--- src/rtl/onehot_encoder_pkg.sv ---
// Shared sizing defaults and FSM state encoding for the one-hot encoder.
// Combinational only; no latency and no backpressure of its own.
package onehot_encoder_pkg;

  localparam int WIDTH_DEF = 32;
  localparam int IDX_W_DEF = 5;
  localparam int CNT_W_DEF = 8;

  typedef enum logic {
    IDLE = 1'b0,
    EMIT = 1'b1
  } state_e;

endpackage

--- src/rtl/onehot_encoder_if.sv ---
// Write-enable vector in, binary index beats out, with valid/ready on both sides.
// Wires only; latency and backpressure are defined by the encoder driving the slave side.
interface onehot_encoder_if
  import onehot_encoder_pkg::*;
#(
  parameter int WIDTH = WIDTH_DEF,
  parameter int IDX_W = IDX_W_DEF,
  parameter int CNT_W = CNT_W_DEF
) ();

  logic             in_valid;
  logic             in_ready;
  logic [WIDTH-1:0] in_vec;
  logic             out_valid;
  logic             out_ready;
  logic [IDX_W-1:0] out_index;
  logic             out_last;
  logic             out_multi;
  logic             zero_err;
  logic [CNT_W-1:0] multi_count;

  modport master (
    output in_valid, in_vec, out_ready,
    input  in_ready, out_valid, out_index, out_last, out_multi, zero_err, multi_count
  );

  modport slave (
    input  in_valid, in_vec, out_ready,
    output in_ready, out_valid, out_index, out_last, out_multi, zero_err, multi_count
  );

endinterface

--- src/rtl/onehot_encoder_lsb_priority_enc.sv ---
// Lowest-set-bit index plus an exactly-one-bit-set flag for the pending vector.
// Purely combinational, zero latency; an all-zero vector yields index 0 and single=0.
module lsb_priority_enc
  import onehot_encoder_pkg::*;
#(
  parameter int WIDTH = WIDTH_DEF,
  parameter int IDX_W = IDX_W_DEF
) (
  input  logic [WIDTH-1:0] vec,
  output logic [IDX_W-1:0] idx,
  output logic             single
);

  logic [WIDTH-1:0] vec_minus_one;

  assign vec_minus_one = vec - WIDTH'(1);

  always_comb begin
    idx = '0;
    // Scan downward so the lowest set bit is the last (winning) assignment.
    for (int i = WIDTH - 1; i >= 0; i--) begin
      if (vec[i]) begin
        idx = IDX_W'(i);
      end
    end
  end

  assign single = (|vec) && !(|(vec & vec_minus_one));

endmodule

--- src/rtl/onehot_encoder.sv ---
// Splits a multi-hot write-enable vector into ascending binary index beats, one per handshake.
// Latency 1 from accept to first beat; in_ready drops while beats remain and reopens on the last beat.
module onehot_encoder
  import onehot_encoder_pkg::*;
#(
  parameter int WIDTH = WIDTH_DEF,
  parameter int IDX_W = IDX_W_DEF,
  parameter int CNT_W = CNT_W_DEF
) (
  input  logic             clk,
  input  logic             reset_n,
  onehot_encoder_if.slave  bus
);

  state_e           state_q, state_d;
  logic [WIDTH-1:0] pend_q, pend_d;
  logic             multi_q, multi_d;
  logic             zero_err_q, zero_err_d;
  logic [CNT_W-1:0] cnt_q, cnt_d;

  logic [IDX_W-1:0] lsb_idx;
  logic             lsb_single;
  logic             out_vld;
  logic             out_fire;
  logic             in_rdy;
  logic             accept;
  logic             vec_nonzero;
  logic             vec_multi;

  lsb_priority_enc #(
    .WIDTH (WIDTH),
    .IDX_W (IDX_W)
  ) u_lsb_enc (
    .vec    (pend_q),
    .idx    (lsb_idx),
    .single (lsb_single)
  );

  assign out_vld     = (state_q == EMIT);
  assign out_fire    = out_vld && bus.out_ready;
  // Back-to-back accept is only allowed while the final beat is leaving.
  assign in_rdy      = (state_q == IDLE) || (out_fire && lsb_single);
  assign accept      = bus.in_valid && in_rdy;
  assign vec_nonzero = |bus.in_vec;
  assign vec_multi   = |(bus.in_vec & (bus.in_vec - WIDTH'(1)));

  always_comb begin
    state_d    = state_q;
    pend_d     = pend_q;
    multi_d    = multi_q;
    zero_err_d = 1'b0;
    cnt_d      = cnt_q;

    if (out_fire) begin
      pend_d = pend_q & (pend_q - WIDTH'(1));
      if (lsb_single) begin
        state_d = IDLE;
      end
    end

    if (accept) begin
      if (vec_nonzero) begin
        pend_d  = bus.in_vec;
        state_d = EMIT;
        multi_d = vec_multi;
        if (vec_multi && (cnt_q != {CNT_W{1'b1}})) begin
          cnt_d = cnt_q + CNT_W'(1);
        end
      end else begin
        zero_err_d = 1'b1;
      end
    end
  end

  always_ff @(posedge clk or negedge reset_n) begin
    if (!reset_n) begin
      state_q    <= IDLE;
      pend_q     <= '0;
      multi_q    <= 1'b0;
      zero_err_q <= 1'b0;
      cnt_q      <= '0;
    end else begin
      state_q    <= state_d;
      pend_q     <= pend_d;
      multi_q    <= multi_d;
      zero_err_q <= zero_err_d;
      cnt_q      <= cnt_d;
    end
  end

  assign bus.in_ready    = in_rdy;
  assign bus.out_valid   = out_vld;
  assign bus.out_index   = lsb_idx;
  assign bus.out_last    = out_vld && lsb_single;
  assign bus.out_multi   = multi_q;
  assign bus.zero_err    = zero_err_q;
  assign bus.multi_count = cnt_q;

endmodule

--- src/flat_wrapper.sv ---
// flat-port wrapper written by rule: the top's interface ports become plain ports
module onehot_encoder_flat import onehot_encoder_pkg::*;
#(
  parameter int WIDTH = WIDTH_DEF,
  parameter int IDX_W = IDX_W_DEF,
  parameter int CNT_W = CNT_W_DEF
)
  (clk, reset_n, bus_in_valid, bus_in_vec, bus_out_ready, bus_in_ready, bus_out_valid, bus_out_index, bus_out_last, bus_out_multi, bus_zero_err, bus_multi_count);
  onehot_encoder_if #(.WIDTH(WIDTH), .IDX_W(IDX_W), .CNT_W(CNT_W)) bus_i ();
  input  logic clk;
  input  logic reset_n;
  input wire logic [$bits(bus_i.in_valid)-1:0] bus_in_valid;
  input wire logic [$bits(bus_i.in_vec)-1:0] bus_in_vec;
  input wire logic [$bits(bus_i.out_ready)-1:0] bus_out_ready;
  output wire logic [$bits(bus_i.in_ready)-1:0] bus_in_ready;
  output wire logic [$bits(bus_i.out_valid)-1:0] bus_out_valid;
  output wire logic [$bits(bus_i.out_index)-1:0] bus_out_index;
  output wire logic [$bits(bus_i.out_last)-1:0] bus_out_last;
  output wire logic [$bits(bus_i.out_multi)-1:0] bus_out_multi;
  output wire logic [$bits(bus_i.zero_err)-1:0] bus_zero_err;
  output wire logic [$bits(bus_i.multi_count)-1:0] bus_multi_count;
  assign bus_i.in_valid = bus_in_valid;
  assign bus_i.in_vec = bus_in_vec;
  assign bus_i.out_ready = bus_out_ready;
  assign bus_in_ready = bus_i.in_ready;
  assign bus_out_valid = bus_i.out_valid;
  assign bus_out_index = bus_i.out_index;
  assign bus_out_last = bus_i.out_last;
  assign bus_out_multi = bus_i.out_multi;
  assign bus_zero_err = bus_i.zero_err;
  assign bus_multi_count = bus_i.multi_count;
  onehot_encoder #(.WIDTH(WIDTH), .IDX_W(IDX_W), .CNT_W(CNT_W)) u_core (.clk(clk), .reset_n(reset_n), .bus(bus_i));
endmodule
--- config.mk ---
export PLATFORM = sky130hd
export DESIGN_NAME = onehot_encoder_flat
export DESIGN_NICKNAME = d
export VERILOG_FILES = /design/src/rtl/onehot_encoder_pkg.sv /design/src/rtl/onehot_encoder_if.sv /design/src/rtl/onehot_encoder_lsb_priority_enc.sv /design/src/rtl/onehot_encoder.sv /design/src/flat_wrapper.sv
export SDC_FILE = /design/constraint.sdc
export NUM_CORES = 1
export LEC_CHECK = 0
export BUFFER_PORTS_ARGS = -buffer_cell sky130_fd_sc_hd__buf_2
export CAP_MARGIN = 30
export CORE_ASPECT_RATIO = 0.75
export CORE_UTILIZATION = 56
export DETAILED_ROUTE_END_ITERATION = 8
export GPL_TIMING_DRIVEN = 0
export PLACE_DENSITY = 0.8
export REMOVE_ABC_BUFFERS = 1
export SLEW_MARGIN = 30
export SYNTH_ARGS = -nofsm -noshare
export SYNTH_HDL_FRONTEND = slang
export SYNTH_SLANG_ARGS = --single-unit
--- constraint.sdc ---
create_clock -name clk -period 4 [get_ports clk]
set_input_delay 0.2 -clock clk [delete_from_list [all_inputs] [get_ports clk]]
set_output_delay 0.2 -clock clk [all_outputs]
set_load 0.02 [all_outputs]
==> After elaboration in Yosys (flattened, before gate mapping) <==
Index checks and enable logic that the tools add are counted.
Widths: inputs -> output; s select.
{ "word_totals": {"in_bits": 36, "out_inout_bits": 18, "ff_bits": 43, "elab_cells": 67} }
{ "classes": {"n_bitwise": 3, "n_eq_ne": 1, "addsub": 3, "reduce_logical": 14, "mux": 41} }
{ "op_table": {"columns": ["op", "n"], "rows": [
  ["$mux 5", 32],
  ["$reduce_or 32->1", 4],
  ["$mux 32", 3],
  ["$and 32x32->32", 2],
  ["$sub 32x1->32 const B", 2],
  ["$add 8x1->8 const B", 1],
  ["$ne 8x8->1 const B", 1],
  ["$logic_and 1x1->1", 6],
  ["$mux 1", 6],
  ["$reduce_and 3->1", 1],
  ["$reduce_and 2->1", 1],
  ["$logic_not 1->1", 1],
  ["$logic_or 1x1->1", 1],
  ["$not 1->1", 1]
]} }

==> Depth between registers and ports, before layout <==
{ "logic_depth": {"word_depth": 32, "ltp_mapped": 11, "depth_no_buf": 8} }

==> Modules after synthesis <==
From an unflattened synthesis, not the netlist that was laid out.
{ "unflattened": {"cells_unflattened": 385, "area_unflattened_um2": 3083.0} }
{ "by_module_without_submodules": {"columns": ["module", "instances", "cells_per_inst", "area_per_inst_um2", "seq_area_each_um2"], "rows": [
  ["onehot_encoder", 1, 270, 2343.5, 1076.0],
  ["lsb_priority_enc", 1, 115, 739.5, 0.0]
]} }

==> Worst setup path before layout <==
No wires, ideal clock.
{ "synth_path": {"kind": "flip-flop to flip-flop", "start": "register u_core.pend_q[0]", "end": "register u_core.pend_q[10]", "setup_slack_ns": 0.739, "arrival_time_ns": 3.136, "synth_period_minus_slack_ns": 3.261, "setup_ns": 0.125, "required_time_ns": 3.875, "n_path_buf": 2, "path_stages_with_launch": 11, "cell_sequence": "dfrtp_1 or2_2 or3_1 maj3_1 o31a_1 a221o_1 o41a_1 nor2b_1 buf_2 buf_4 mux2_2"} }
{ "synth_between": {"elab_chain_len": 9, "word_cells_on_any_way": 12, "cone_classes": "add/sub: 1; mux: 3; bitwise: 1; reduce/logical: 7"} }
{ "synth_lines": {"columns": ["item", "line_no", "source"], "rows": [
  ["from (decl)", "onehot_encoder.sv:16", "logic [WIDTH-1:0] pend_q, pend_d;"],
  ["from (signal assigned)", "onehot_encoder.sv:84", "pend_q <= pend_d;"],
  ["$sub 32x1->32", "onehot_encoder_lsb_priority_enc.sv:16, onehot_encoder.sv:55", null],
  ["$and 32x32->32", "onehot_encoder_lsb_priority_enc.sv:28, onehot_encoder.sv:55", null],
  ["$reduce_or 32->1", "onehot_encoder_lsb_priority_enc.sv:28", "assign single = (|vec) && !(|(vec & vec_minus_one));"],
  ["$logic_not 1->1", "onehot_encoder_lsb_priority_enc.sv:28", null],
  ["$logic_and 1x1->1", "onehot_encoder_lsb_priority_enc.sv:28", null],
  ["$logic_and 1x1->1", "onehot_encoder.sv:42", "assign in_rdy = (state_q == IDLE) || (out_fire && lsb_single);"],
  ["$logic_or 1x1->1", "onehot_encoder.sv:42", null],
  ["$logic_and 1x1->1", "onehot_encoder.sv:43", "assign accept = bus.in_valid && in_rdy;"],
  ["$mux 32 *", "onehot_encoder.sv:61", "if (accept) begin"],
  ["via u_core.pend_d[10]", "onehot_encoder.sv:16", null]
]} }
Mark *: on every way through the listed nets, which the timed path passes. The rest lies on a longest branch.
A chain may end at the register's enable or synchronous reset.

==> Worst setup path after layout <==
{ "layout_path": {"start": "register u_core.pend_q[2]", "end": "register u_core.pend_q[7]"} }
The elaborated chain is that of the path after synthesis.

==> impl_metrics.tcl <==
set metrics [dict create \
    ys_seq_area_frac 0.3359 \
    fin_skew_ps 8.115 \
    core_area_mm2 0.005439 \
    drt-wirelength-per-cell_um 17.10 \
    detail_route.wirelength_mm 8.839 \
    start_kind "flop" \
    cts_buffers 5 \
    synthTopCellsByArea "dfrtp_1 34%, mux2i_1 8.4%, o21ai_0 4.8%, inv_1 4.5%, nor2_1 3.8%" \
    hold_viol 0 \
    track_usage 0.3157 \
    yosysTopAreaCell "dfrtp_1" \
    power_density_mw_per_mm2 901.8 \
    post-place-cells 501 \
    cts_sinks 43 \
    critPathKind "flop to flop" \
    grt_pass1_vias 2825 \
    clock-root-buffer "clkbuf_8" \
    die_x_um 89.33 \
    io_pins 54 \
    worst_ep_required_time_ps 4200 \
    final_cells 517 \
    period_minus_slack_ps 3884 \
    synth_cells 386 \
    synth_most_common_cell "dfrtp_1" \
    synth_edf_count 0 \
    cts_tree "yes" \
    layout-drive-gt1-share 0.2172 \
    crit_fanout 19 \
    grt_pass1_wl_mm 14.03 \
    die-area_mm2 0.006029 \
    io_buffer_count 53 \
    cts_buffer_depth 2 \
    synth.distinct_cells 57 \
    nets 478 \
    antenna_cells 0 \
    netlist_top_cells_count "43 x dfrtp_1, 38 x inv_1, 32 x nor2_1" \
    worstReg2RegStart "u_core.pend_q[2]$_DFF_PN0_" \
    num_vias 3230 \
    grt_max_degree 30 \
    initial_core_util 0.5889 \
    synthArstFlopShare 1.000 \
    drt-initial-drc-count 381 \
    nFillCells 439 \
    p_leak_uw 0.001736 \
    final-seq-area_mm2 0.001076 \
    ys_warn_count 0 \
    worst_slew_pin_slew_ps 637.6 \
    ys_ff_latch 43 \
    drv_cap 0 \
    fin_util 0.6936 \
    hold_start "bus_in_vec[29]" \
    relSlewSlack 0.5710 \
    yosys.area.top_type_share 0.3359 \
    final_antenna_net_count 0 \
    antenna_found_initial 0 \
    clock_latency_ps 310 \
    synth_area_mm2 0.003203 \
    multi_input_area_mm2 0.001959 \
    htree_levels 2 \
    place_hpwl_mm 6.525 \
    rsz0062_at_grt "no" \
    arrival_ps 4090 \
    hold_class "input pin to flop" \
    postSynthAreaPerCell_um2 8.298 \
    avgViaCountPerCell 6.248 \
    status "finished clean" \
    hold-worst-slack_ps 142.4 \
    ys.flop_type "dfrtp_1" \
    die_h_um 67.50 \
    rows 23 \
    ir_worst_vdd_mv 0.4522 \
    fmax_ghz 0.2575 \
    setup.worst_path.start "u_core.pend_q[2]$_DFF_PN0_" \
    syn_to_final_growth_pct 17.77 \
    fin_total_pwr_uw 3402 \
    drt_first_pass_iters 5 \
    place_congestion 0.9457 \
    slew_violations 0 \
    gr-total-overflow 0 \
    path_clk_slew_ps 90 \
    setup_violations 0 \
    end_kind "flop" \
    drc 0 \
    finalCritPeriodShare 0.9710 \
]
-- routing by layer --
layer / share of wire / global-route usage / vias up
met4: 0.024 / 0.1310 / 0
met5: 0 / 0 / -
met1: 0.46 / 0.4719 / 1496
li1: - / - / 1538
met3: 0.087 / 0.06112 / 25
met2: 0.43 / 0.4427 / 171
-- per-stage QoR --
step	setup slack, ps	setup TNS, ps	cell area (µm²)
6_report	116.1	0	3772
5_1_grt	100.9	0	3772
4_1_cts	30.27	0	3717
3_5_place_dp	-339.8	-3886	3552
3_3_place_gp	-2247	-70290	3497
2_1_floorplan	-1114	-32140	3138
-- worst paths after layout --
| check | to | slack [ps] | depth (start not counted) |
|---|---|---|---|
| hold reg to reg | u_core.bus.multi_count[6]$_DFFE_PN0P_ | 480 | 1 |
| setup / recovery | u_core.pend_q[7]$_DFF_PN0_ | 120 | 9 |
| min in group asynchronous | u_core.pend_q[8]$_DFF_PN0_ | 340 | 2 |
| setup reg to reg | u_core.pend_q[7]$_DFF_PN0_ | 120 | 9 |
| hold / removal | u_core.pend_q[29]$_DFF_PN0_ | 140 | 3 |
| max in group asynchronous | u_core.pend_q[15]$_DFF_PN0_ | 3180 | 3 |
-- logic make-up after synthesis --
| kind of cell | synth area share |
|---|---|
| buffers and inverters | 0.06484 |
| multiplexers | 0.1102 |
| AND/OR/NAND/NOR | 0.2648 |
| AO/OA/AOI/OAI | 0.1887 |
| XOR/XNOR | 0.01914 |
| adder cells (fa/ha/maj) | 0.01641 |
| flip-flops | 0.3359 |
-- where the power goes --
group,internal [µW],switching (µW),total [µW]
sequential,557,245,801
combinational,933,1320,2250
clock,186,165,351
total,1680,1730,3400
-- repair_timing --
item	CTS	global route
hold buffers	1	0
setup buffers	4	3
setup endpoints to repair	23	39
pin swaps	0	1
resized for setup	0	4
hold endpoints to repair	14	0
-- layout by cell type (no fill, tap or decap), types with 5 or more instances in the layout --
cell / Yosys / final
or3_1: 9 / 9
o21ai_0: 31 / 31
nor2_1: 32 / 32
a21oi_1: 14 / 14
dfrtp_1: 43 / 43
or2_2: 8 / 8
nand2_1: 27 / 27
nand3_1: 13 / 13
buf_4: 1 / 6
mux2i_1: 27 / 27
nor3_1: 20 / 20
nor4_1: 14 / 13
mux2_2: 5 / 5
a211oi_1: 5 / 5
buf_2: 4 / 53
clkbuf_8: 0 / 5
nand4_1: 8 / 8
inv_1: 38 / 38
xor2_1: 7 / 7
o31a_1: 8 / 8
-- sequential cells by signal (all words and copies together), names as in the netlist --
register and count:
u_core.bus.out_multi 1, u_core.bus.zero_err 1, u_core.bus.multi_count 8, u_core.pend_q 32
u_core.bus.out_valid 1
-- layout make-up --
cell class | instances | area share
multi-input combinational | 290 | 0.5194
sequential | 43 | 0.2852
timing repair buffer | 63 | 0.1028
inverter | 38 | 0.03781
tap | 75 | 0.02488
clock buffer | 5 | 0.01824
clock inverter | 3 | 0.01161
-- critical path, cell delays in order (launching register included) --
cell and delay [ps]:
dfrtp_1 500, nor4_4 500, nand2_1 290, nor4_1 490
o22ai_1 160, a2111o_1 400, o41a_1 620, nor2b_4 260
buf_16 190, mux2_2 350
(Power assumes the default switching activity.)
